## src/rtl/arm_pipe_pkg.sv

```systemverilog
// Shared constants and types for the ARM 5-stage pipeline front end.
package arm_pipe_pkg;

  localparam int WORD_W = 32;
  localparam logic [WORD_W-1:0] RESET_PC  = 32'h0000_0000;
  localparam logic [WORD_W-1:0] NOP_INSTR = 32'hE000_0000;

  typedef enum logic [1:0] {FETCH, WAIT_SLOT, DISCARD} fetch_state_t;

  typedef struct packed {
    logic [WORD_W-1:0] pc;
    logic [WORD_W-1:0] instr;
  } if_entry_t;

endpackage

```

## src/rtl/if_skid_buffer.sv

```systemverilog
// One-entry holding register for a fetched {pc, instr} pair.
// Priority: clear over load over pop.
module if_skid_buffer (
  input  logic        clk,
  input  logic        rst,
  input  logic        load,
  input  logic        pop,
  input  logic        clear,
  input  logic [31:0] din_pc,
  input  logic [31:0] din_instr,
  output logic [31:0] dout_pc,
  output logic [31:0] dout_instr,
  output logic        valid
);
  import arm_pipe_pkg::*;

  if_entry_t entry;

  always_ff @(posedge clk or posedge rst) begin
    if (rst) begin
      valid <= 1'b0;
      entry <= '0;
    end else if (clear) begin
      valid <= 1'b0;
    end else if (load) begin
      valid <= 1'b1;
      entry <= '{pc: din_pc, instr: din_instr};
    end else if (pop) begin
      valid <= 1'b0;
    end
  end

  assign dout_pc    = entry.pc;
  assign dout_instr = entry.instr;

endmodule

```

## src/rtl/if_fetch_unit.sv

```systemverilog
// Instruction-fetch front end: owns the PC, issues single-outstanding imem requests
// and feeds the IF/ID register. Optional counters: define IF_PERF_CNT_EN.
module if_fetch_unit #(
  parameter logic [31:0] RESET_PC  = arm_pipe_pkg::RESET_PC,
  parameter logic [31:0] NOP_INSTR = arm_pipe_pkg::NOP_INSTR
) (
  input  logic        clk,
  input  logic        rst,
  input  logic        freeze,
  input  logic        branch_taken,
  input  logic [31:0] branch_addr,
  output logic        imem_req,
  output logic [31:0] imem_addr,
  input  logic        imem_rvalid,
  input  logic [31:0] imem_rdata,
  output logic [31:0] pc_out,
  output logic [31:0] instruction_out,
  output logic        fetch_stall
`ifdef IF_PERF_CNT_EN
  ,
  output logic [31:0] bubble_cnt,
  output logic [31:0] redirect_cnt
`endif
);
  import arm_pipe_pkg::*;

  fetch_state_t      state;
  logic              started;
  logic [WORD_W-1:0] pc;
  logic [WORD_W-1:0] discard_addr;
  logic              out_valid;
  if_entry_t         out_entry;
  if_entry_t         rsp_entry;
  logic              skid_valid;
  logic [WORD_W-1:0] skid_pc;
  logic [WORD_W-1:0] skid_instr;
  logic              accept;
  logic              skid_load;
  logic              skid_pop;

  // started keeps the request low for the first cycle out of reset, so a stale
  // response from before reset is never taken.
  assign imem_req  = started && (state != WAIT_SLOT);
  assign imem_addr = (state == DISCARD) ? discard_addr : pc;

  assign accept    = imem_req && imem_rvalid && (state == FETCH) && !branch_taken;
  assign rsp_entry = '{pc: pc, instr: imem_rdata};
  assign skid_load = accept && out_valid && freeze;
  assign skid_pop  = !freeze && skid_valid && !branch_taken;

  if_skid_buffer u_skid (
    .clk       (clk),
    .rst       (rst),
    .load      (skid_load),
    .pop       (skid_pop),
    .clear     (branch_taken),
    .din_pc    (pc),
    .din_instr (imem_rdata),
    .dout_pc   (skid_pc),
    .dout_instr(skid_instr),
    .valid     (skid_valid)
  );

  always_ff @(posedge clk or posedge rst) begin
    if (rst) begin
      state        <= FETCH;
      started      <= 1'b0;
      pc           <= RESET_PC;
      discard_addr <= RESET_PC;
      out_valid    <= 1'b0;
      out_entry    <= '0;
    end else begin
      started <= 1'b1;
      if (branch_taken) begin
        pc        <= branch_addr;
        out_valid <= 1'b0;
        case (state)
          FETCH: begin
            if (imem_req && !imem_rvalid) begin
              state        <= DISCARD;
              discard_addr <= pc;
            end
          end
          DISCARD: state <= imem_rvalid ? FETCH : DISCARD;
          default: state <= FETCH;
        endcase
      end else begin
        if (accept) begin
          pc <= pc + 32'd4;
        end
        // Output register: skid first, then this cycle's response, else a bubble.
        if (!freeze) begin
          if (skid_valid) begin
            out_valid <= 1'b1;
            out_entry <= '{pc: skid_pc, instr: skid_instr};
          end else if (accept) begin
            out_valid <= 1'b1;
            out_entry <= rsp_entry;
          end else begin
            out_valid <= 1'b0;
          end
        end else if (!out_valid && accept) begin
          out_valid <= 1'b1;
          out_entry <= rsp_entry;
        end
        case (state)
          FETCH:     if (skid_load) state <= WAIT_SLOT;
          WAIT_SLOT: if (!freeze) state <= FETCH;
          DISCARD:   if (imem_req && imem_rvalid) state <= FETCH;
          default:   state <= FETCH;
        endcase
      end
    end
  end

  assign pc_out          = out_valid ? out_entry.pc + 32'd4 : '0;
  assign instruction_out = out_valid ? out_entry.instr : NOP_INSTR;
  assign fetch_stall     = !out_valid;

`ifdef IF_PERF_CNT_EN
  always_ff @(posedge clk or posedge rst) begin
    if (rst) begin
      bubble_cnt   <= '0;
      redirect_cnt <= '0;
    end else begin
      if (!freeze && !out_valid && (bubble_cnt != 32'hFFFF_FFFF)) begin
        bubble_cnt <= bubble_cnt + 32'd1;
      end
      if (branch_taken && (redirect_cnt != 32'hFFFF_FFFF)) begin
        redirect_cnt <= redirect_cnt + 32'd1;
      end
    end
  end
`endif

endmodule

```

## config.mk

```make
export PLATFORM = sky130hd
export DESIGN_NAME = if_fetch_unit
export DESIGN_NICKNAME = d
export VERILOG_FILES = /design/src/rtl/arm_pipe_pkg.sv /design/src/rtl/if_skid_buffer.sv /design/src/rtl/if_fetch_unit.sv
export SDC_FILE = /design/constraint.sdc
export NUM_CORES = 1
export LEC_CHECK = 0
export BUFFER_PORTS_ARGS = -buffer_cell sky130_fd_sc_hd__buf_4
export CORE_ASPECT_RATIO = 1.25
export CORE_UTILIZATION = 35
export DETAILED_ROUTE_END_ITERATION = 10
export GPL_ROUTABILITY_DRIVEN = 0
export PLACE_DENSITY = 0.56
export REMOVE_ABC_BUFFERS = 1
export SLEW_MARGIN = 25
export SYNTH_ARGS = -nofsm -noshare
export SYNTH_HDL_FRONTEND = slang
export SYNTH_SLANG_ARGS = --single-unit
```

## constraint.sdc

```tcl
create_clock -name clk -period 7.02 [get_ports clk]
set_input_delay 0.702 -clock clk [delete_from_list [all_inputs] [get_ports clk]]
set_output_delay 0.702 -clock clk [all_outputs]
set_load 0.1 [all_outputs]
```

Word-level counts from Yosys, hierarchy flattened
Cells that the tools add are included.

storage, ports and cells
  flip-flop bits (word level) = 197
  input bits = 69
  output and inout port bits = 98
  word-level logic and storage cells = 69

cells by class
  $add $sub $neg = 2
  eq/ne operators = 9
  multiplexer cells = 25
  bitwise gates (word level) = 1
  reductions and logical operators = 22

operators by type and width
  kind                   count
  $mux 64                4
  $mux 32                5
  $add 32x3->32 const B  2
  $mux 2                 6
  $logic_and 1x1->1      10
  $mux 1                 8
  $ne 3x2->1 const B     2
  $ne 3x3->1 const B     2
  $pmux 2 s3             1
  $reduce_and 3->1       2
  $reduce_bool 3->1      2
  $logic_not 1->1        4
  $ne 2x1->1 const B     2
  $pmux 2 s2             1
  $reduce_and 4->1       1
  $ne 3x1->1 const B     1
  $eq 2x1->1 const B     1
  $eq 2x2->1 const B     1
  $logic_not 2->1        1
  $reduce_and 2->1       1
  $reduce_bool 2->1      1
  $not 1->1              1

Logic depth before layout (Yosys ltp)
Gate-level depths: netlist (run 1).

  depth in word-level cells = 10
  mapped depth = 7

Cells and area by module
From an unflattened synthesis (run 1), not the netlist that was laid out.

second synthesis, totals
  cells, all modules = 909
  area total of the unflattened synthesis = 10516.3 µm²

modules (own cells, without submodules)
  module          instances  cells an instance  area each (µm²)
  if_fetch_unit   1          768                7771.2
  if_skid_buffer  1          141                2745.1

Least setup slack after synthesis (run 1)
No wires, ideal clock.

  path type = flip-flop to output port
  start point = reg out_entry[34] (netlist bit)
  end point = out pc_out[24]
  arrival = 3.336 ns
  slack = 2.982 ns
  stages on the path, launching flop included = 7
  buffers on the path = 1
  cells stage by stage = dfrtp_1 > ha_1 > nand2_1 > or4_1 > buf_2 > or4_1 > a21oi_1

between the ends
  cells in the longest elaborated chain, start to end = 2

ends and longest elaborated chain
  what                      RTL line              text
  start: declaration        if_fetch_unit.sv:32   if_entry_t out_entry;
  start signal: assignment  if_fetch_unit.sv:95   out_entry <= '{pc: skid_pc, instr: skid_instr};
  start signal: assignment  if_fetch_unit.sv:98   out_entry <= rsp_entry;
  start signal: assignment  if_fetch_unit.sv:104  out_entry <= rsp_entry;
  $add 32x3->32             if_fetch_unit.sv:116  assign pc_out = out_valid ? out_entry.pc + 32'd4 : '0;
  $mux 32                   if_fetch_unit.sv:116
  end: declaration          if_fetch_unit.sv:16   output logic [31:0] pc_out,

No other way between the ends.

Worst setup path after layout (run 1)
  start point = reg out_entry[34] (netlist bit)
  end point = out pc_out[30]

Same word-level chain as after synthesis.

==> impl_results.md, run 1 <==
- Outcome: finished clean
- Crit-path leading delay family: simple AND/OR/NAND/NOR gates
- Most common cell after layout, fill and taps aside: mux2_2
- # hold bufs at CTS: 0
- Synth Area per Inst: 11.52 um^2
- CTS tree: yes
- Largest net degree at the start of global routing: 138
- Final Cycle Share: 54.56%
- Worst-Skew Late Latency: 440 ps
- Slew @ Worst Pin: 961.5 ps
- Die area: 30,110 um^2
- Max incr delay on CP: 800 ps
- RSZ-0062 raised after global routing: false
- Worst VDD drop: 186.6 uV
- Slowest cell on crit path: or4_1
- Global-route wire length before repair: 40.84 mm
- Post-synth EDFFs: 0
- Filler instances: 2,813
- Routed length per placed instance: 17.74 um
- Final ANT Viol Nets: 0
- CP Class: reg -> out
- Final hold vios: 0
- Port bufs: 166
- Unique masters post-synth: 50
- Syn Inst Count: 894
- Global Route Usage Sum: 17.24%
- Drt total wl: 25.24 mm
- Number of DRC markers in iteration 0: 348
- CP Capture Type: output pin
- Minimum clock period: 3830 ps
- Drt via density: 5.130
- Fin. max-slew vios: 0
- Max-cap violations: 0
- Ys Warns: 0
- Post-CTS setup buffers: 0
- R2R Path Start: state[0]$_DFFE_PP0P_
- Buf+Inv Stages, Crit Path: 1
- Pwr dens: 291.6 nW/um^2
- Sum Neg Setup Slack: 0 ps
- Final setup viols: 0
- Clk buf depth: 2
- FF+latch count, synth: 197
- Dominant cells by area after synthesis: dfrtp_1 (48%), mux2_2 (26%), and2_1 (2.1%)
- CTS clk-pin slew, worst paths: 80 ps
- FF-to-FF path depth: 5
- Max FO, Critical Path: 17
- Max Clock Skew: 17.82 ps
- R2R Setup Slk: 4410 ps
- Sequential fraction of the synthesis area: 47.88%
- Primary FF master, synth: dfrtp_1
- Reg-to-Reg End: u_skid.dout_instr[21]$_DFFE_PP0P_
- Die X: 155.4 um
- Diodes inserted: 0
- Resize count post-CTS: 0
- HPWL after detailed placement: 16.60 mm
- CTS Buf Count: 17
- Crit path cell chain: ha_1 -> nand2_1 -> or4_1 -> or4_1 -> a21oi_1 -> buf_4
- Fin Hold WS: 374.8 ps
- Htree depth: 4
- Area leader, netlist: dfrtp_1
- First-pass detailed-route iteration total: 4
- NumNets Final: 1,091
- Area delta synth->final: 21.12%
- Worst EP arrival: 3130 ps
- Gr ovfl total: 0
- Root Driver: clkbuf_16
- Initial antenna violation count: 0
- Clock sinks: 197
- Static leakage: 5.410 nW
- Fmax: 0.2611 GHz
- Most frequent cells in the layout: mux2_2 (242), dfrtp_1 (197), buf_4 (173), nand2_1 (52), and2_1 (34)
- Core ar.: 28,660 um^2
- Share of post-route cells with drive strength above 1: 44.92%
- Crit start category: flip-flop
- Row Count: 69
- Worst path most repeated cell: or4_1
- Async S/R FF share, synth: 100.0%
- DR DRC count: 0
- Die H: 193.8 um
- Yosys top cell area share: 47.88%
- Slew margin rel.: 35.90%
- Vias in the first global route: 7,202
- Starting Density: 35.92%
- Vias: 7,300
- Synth Cell Area: 10,300 um^2
- HP Class: in -> async
- Worst Path Required: 6320 ps
- Io pins: 167
## worst register-to-register path, cell delays in order (launching register included)
cell and delay (ps):
dfrtp_1 460, nor4bb_1 290, buf_4 230, and3_2 380, buf_4 680, mux2_2 460
## synthesized netlist by cell type, drive strengths merged (7+ instances only)
cell	count
a21oi	21
clkbuf	35
o21ai	25
or3	9
mux2i	12
nor3	10
nand4	22
o31ai	17
nand2	52
o311ai	12
nor4	7
and4	7
dfrtp	197
and2	34
nand3	32
nor2	28
xor2	7
buf	33
mux2	242
or4	17
xnor2	12
inv	15
## stage by stage
step	std cells	util [%]	setup slack, ps	instance area, um^2	total power, mW
3_3_place_gp	1389	41.17	3720	11800	2.605
6_report	1423	43.51	3190	12470	3.636
2_1_floorplan	826	-	949.0	9983	2.372
4_1_cts	1422	43.42	3171	12450	3.683
3_5_place_dp	1390	41.27	3658	11830	2.629
5_1_grt	1423	43.51	2985	12470	3.817
## logic make-up after synthesis
family                     Yosys count  share of synthesized area (%)
adders and majority gates            2                         0.2430
xor gates and xnor gates            19                          1.616
other                                1                        0.03642
muxes                              254                          27.63
AOI/OAI and AO/OA                   93                          5.858
and+or+nand+nor                    245                          13.15
buffers and inverters               83                          3.585
DFF                                197                          47.88
## flip-flops by register name (all words and copies together), names as in the netlist
register           flops
out_entry             64
state                  2
started                1
u_skid.dout_pc        32
u_skid.dout_instr     32
discard_addr          32
pc                    32
u_skid.valid           1
out_valid              1
## where the power goes
group          internal, mW  leakage, nW  switching, mW
clock network         0.545        0.294          0.493
registers              1.36         2.45          0.186
logic                 0.375         2.67          0.676
total                  2.28         5.41           1.35
## worst max-delay path by stage
stage                                    startpoint                     endpoint  slack, ps  cells past startpoint
final                     out_entry[34]$_DFFE_PP0P_                   pc_out[30]       3190                      6
after detailed placement  out_entry[34]$_DFFE_PP0P_                   pc_out[30]       3660                      6
after floorplan                                 rst  discard_addr[0]$_DFFE_PP0P_        950                      1
after global placement    out_entry[34]$_DFFE_PP0P_                   pc_out[26]       3720                      6
after CTS                 out_entry[34]$_DFFE_PP0P_                   pc_out[30]       3170                      6
after global routing      out_entry[34]$_DFFE_PP0P_                   pc_out[30]       2990                      6
## metal layers
metal,part of all wire (%),routed length [um],global-route usage (%),vias to the layer above
met5,0,0,0,-
met4,0.67,168,3.341,0
met1,45,11340,22.94,3625
met2,49,12310,28.17,159
li1,-,-,-,3504
met3,5.6,1424,4.560,12
## final cells by class
type	instances	area, um^2	share of cell area (%)
multi-input cells	614	5021	40.26
flip-flops and latches	197	4930	39.53
repair buffers	175	1346	10.80
well taps	390	488.0	3.913
clock buffers	17	425.4	3.411
clock inverters	15	191.4	1.535
inverters	15	68.82	0.5518
No activity file was read; power rests on OpenSTA's default activity.
==> run 2: changes to the inputs <==
--- a/config.mk
+++ b/config.mk
@@ -5,12 +5,13 @@
 export SDC_FILE = /design/constraint.sdc
 export NUM_CORES = 1
 export LEC_CHECK = 0
+export ABC_AREA = 1
 export BUFFER_PORTS_ARGS = -buffer_cell sky130_fd_sc_hd__buf_4
 export CORE_ASPECT_RATIO = 1.25
 export CORE_UTILIZATION = 35
 export DETAILED_ROUTE_END_ITERATION = 10
 export GPL_ROUTABILITY_DRIVEN = 0
-export PLACE_DENSITY = 0.56
+export PLACE_DENSITY = 0.58
 export REMOVE_ABC_BUFFERS = 1
 export SLEW_MARGIN = 25
 export SYNTH_ARGS = -nofsm -noshare
==> constraint.sdc (replaced) <==
create_clock -name clk -period 3.21 [get_ports clk]
set_input_delay 0.321 -clock clk [delete_from_list [all_inputs] [get_ports clk]]
set_output_delay 0.321 -clock clk [all_outputs]
set_load 0.1 [all_outputs]
==> run 2 against run 1 <==
Effect of this change: clock skew is 5.2 ps lower; final area is 3.6% higher; register-to-register slack worse by 3300 ps; count of clock-buffer cells in the layout is 4 higher; critical path depth is 4 higher; routed wire length is 18% higher; sequential power is 120% higher; sequential share of layout area is 1.3 points lower; global-route usage is 2.3 points higher; via count is 33% higher; critical path type unchanged; largest cell class is now sequential cells; highest routed layer unchanged.
==> impl_results.md, run 2 <==
- Synth Area per Inst: 7.037 um^2 (was 11.52 um^2)
- Pwr dens: 646.7 nW/um^2 (was 291.6 nW/um^2)
- Sw Ratio: 42.08% (was 37.26%)
- Post-CTS setup buffers: 0 (unchanged)
- Yosys top cell area share: 45.85% (was 47.88%)
- Vias in the first global route: 9,175 (was 7,202)
- Number of DRC markers in iteration 0: 679 (was 348)
- Crit start category: flip-flop (unchanged)
- Final cell count without fillers: 2,070 (was 1,423)
- Reg with most FFs: out_entry (unchanged)
- Async S/R FF share, synth: 100.0% (unchanged)
- Starting Density: 35.71% (was 35.92%)
- DR DRC count: 0 (unchanged)
- Htree depth: 4 (unchanged)
- Worst Path Required: 2890 ps (was 6320 ps)
- Worst-Skew Late Latency: 440 ps (about the same)
- Worst VDD drop: 277.2 uV (was 186.6 uV)
- Post-synth EDFFs: 0 (unchanged)
- Ys Warns: 0 (unchanged)
- Internal: 4.837 mW (was 2.281 mW)
- Routed length per placed instance: 14.44 um (was 17.74 um)
- Final ANT Viol Nets: 0 (unchanged)
- Dominant cells by area after synthesis: dfrtp_1 (46%), nand2_1 (15%), o21ai_0 (8.5%) (was dfrtp_1 (48%), mux2_2 (26%), and2_1 (2.1%))
- Sequential fraction of the synthesis area: 45.85% (was 47.88%)
- Synth Cell Area: 10,750 um^2 (was 10,300 um^2)
- Slew margin rel.: 55.47% (was 35.90%)
- Max Clock Skew: 12.64 ps (was 17.82 ps)
- Initial antenna violation count: 0 (unchanged)
- Count leader, synth: nand2_1 (was mux2_2)
- Max incr delay on CP: 440 ps (was 800 ps)
- FF+latch count, synth: 197 (unchanged)
- Filler instances: 3,134 (was 2,813)
- Minimum clock period: 2864 ps
- Static leakage: 6.486 nW (was 5.410 nW)
- Max-cap violations: 0 (unchanged)
- Core ar.: 30,120 um^2 (was 28,660 um^2)
- Most frequent cells in the layout: nand2_1 (435), nor2_1 (231), dfrtp_1 (196), inv_1 (186), o21ai_0 (183) (was mux2_2 (242), dfrtp_1 (197), buf_4 (173), nand2_1 (52), and2_1 (34))
- Global-route wire length before repair: 48.45 mm (was 40.84 mm)
- Share of post-route cells with drive strength above 1: 15.04% (was 44.92%)
- Slew @ Worst Pin: 667.3 ps (was 961.5 ps)
- Final Cycle Share: 89.24%
- Commonest cells post-synth: nand2_1 (437), nor2_1 (232), dfrtp_1 (197) (was mux2_2 (242), dfrtp_1 (197), nand2_1 (52))
- Primary FF master, synth: dfrtp_1 (unchanged)
- # hold bufs at CTS: 1 (was 0)
- Placed Area: 12,340 um^2 (was 11,830 um^2)
- Max FO, Critical Path: 7 (was 17)
- Die H: 198.0 um (was 193.8 um)
- Clk buf depth: 2 (unchanged)
- Die X: 158.8 um (was 155.4 um)
- RSZ-0062 raised after global routing: false (unchanged)
- Pre-CTS setup slack: 824.9 ps (was 3658 ps)
- Slowest cell on crit path: dfrtp_1 (was or4_1)
- Crit path cell chain: ha_1 -> nand2_1 -> nor2_1 -> inv_1 -> nor2_1 -> nand2_1 -> nand2_1 -> nand2_1 -> nor2_1 -> buf_4 (was ha_1 -> nand2_1 -> or4_1 -> or4_1 -> a21oi_1 -> buf_4)
- Worst EP arrival: 2540 ps (was 3130 ps)
- Drt total wl: 29.88 mm (was 25.24 mm)
- Root Driver: clkbuf_16 (unchanged)
- Psw: 3.514 mW (was 1.355 mW)
- Worst Slack Setup Final: 345.5 ps (was 3190 ps)
- CP Capture Type: output pin (unchanged)
- Gr ovfl total: 0 (unchanged)
- Area delta synth->final: 20.10% (was 21.12%)
- Drt via density: 4.702 (was 5.130)
- Cells after DPL: 2,038 (was 1,390)
- Worst path most repeated cell: nand2_1 (was or4_1)
- Die area: 31,430 um^2 (was 30,110 um^2)
- Diodes inserted: 0 (unchanged)
- Final hold vios: 0 (unchanged)
- First-pass detailed-route iteration total: 8 (was 4)
- Port bufs: 166 (unchanged)
- Most common cell after layout, fill and taps aside: nand2_1 (was mux2_2)
- Outcome: finished clean (unchanged)
- Largest net degree at the start of global routing: 129 (was 138)
- CTS tree: yes (unchanged)
- CP Class: reg -> out (unchanged)
- Syn Inst Count: 1,528 (was 894)
- Area leader, netlist: dfrtp_1 (unchanged)
- Largest register FFs: 64 (unchanged)
- Unique masters post-synth: 32 (was 50)
- Clock power share: 25.0% (was 28.5%)
- Fmax: 0.3491 GHz
- Vias: 9,734 (was 7,300)
- NumNets Final: 1,728 (was 1,091)
- CTS Buf Count: 17 (unchanged)
- Resize count post-CTS: 0 (unchanged)
- Fin. max-slew vios: 0 (unchanged)
- HPWL after detailed placement: 21.63 mm (was 16.60 mm)
- Sequential Power Share: 40.2% (was 42.6%)
- Post-Layout Inst Area: 12,910 um^2 (was 12,470 um^2)
- HP Class: in -> reg (was in -> async)
- Row Count: 71 (was 69)
- Io pins: 167 (unchanged)
- Comb pwr share: 34.8% (was 28.9%)
- Global Route Usage Sum: 19.56% (was 17.24%)
- Final setup viols: 0 (unchanged)
- Clock sinks: 197 (unchanged)
- CTS clk-pin slew, worst paths: 80 ps (about the same)
run 2: cell families (layout without fill, tap and decap cells):
family	Yosys count	count (layout)	share of synthesized area, %
compound gates	305	305	15.43
xor+xnor	13	13	1.059
fa+ha+maj	2	2	0.2327
buf+inv	262	403	9.949
flops	197	197	45.85
other cells	1	1	0.03487
simple gates	748	748	27.45
run 2: path summary, 6_finish.rpt:
path	end	cells past startpoint	start	slack (ps)
max reg2reg	u_skid.dout_pc[31]$_DFFE_PP0P_	7	state[0]$_DFFE_PP0P_	1070
min reg2reg	u_skid.dout_pc[28]$_DFFE_PP0P_	2	u_skid.dout_pc[28]$_DFFE_PP0P_	490
min	pc[7]$_DFFE_PP0N_	3	branch_addr[7]	100
max	pc_out[30]	10	out_entry[34]$_DFFE_PP0P_	350
max in group asynchronous	u_skid.dout_instr[15]$_DFFE_PP0P_	4	rst	1910
min in group asynchronous	out_entry[8]$_DFFE_PP0P_	3	rst	530
run 2: cell type report:
| class | instances | area [um^2] | share of cell area, % |
|---|---|---|---|
| inverters | 190 | 720.7 | 5.581 |
| clock buffers | 21 | 460.4 | 3.566 |
| clock inverters | 10 | 98.84 | 0.7654 |
| repair buffers | 182 | 1419 | 10.99 |
| flip-flops and latches | 197 | 4931 | 38.18 |
| multi-input cells | 1069 | 4782 | 37.03 |
| well taps | 401 | 501.7 | 3.885 |
run 2: power by group through the flow:
stage                     sequential, mW  clock, mW  combinational [mW]
after floorplan                     3.32          0                2.25
after global placement              3.39          0                2.90
after detailed placement            3.41          0                2.92
after CTS                           3.36       2.16                2.93
after global routing                3.43       2.25                3.17
final                               3.36       2.09                2.90
run 2: layer usage:
metal  vias to the layer above  track usage [%]  share of wire [%]
met5                         -                0                  0
met1                      4445            25.61                 46
met3                        41            2.891                3.4
met4                         0            6.904                2.3
li1                       5027                -                  -
met2                       221            32.86                 48
run 2: worst max-delay path: cells and delay by family, from the launching register on:
kind	cells	cell delay, ps
simple gates	7	980
fa+ha+maj	1	270
buf+inv	2	410
flops	1	440
run 2: through the flow:
stage                     setup TNS [ps]  hold WS [ps]  util (%)  total power [mW]
after CTS                              0         82.90     42.88             8.445
after global routing                   0         93.07     42.88             8.852
after floorplan                  -709700         384.1         -             5.571
final                                  0         97.11     42.88             8.351
after detailed placement               0         465.1     40.99             6.325
after global placement                 0         466.9     40.99             6.286
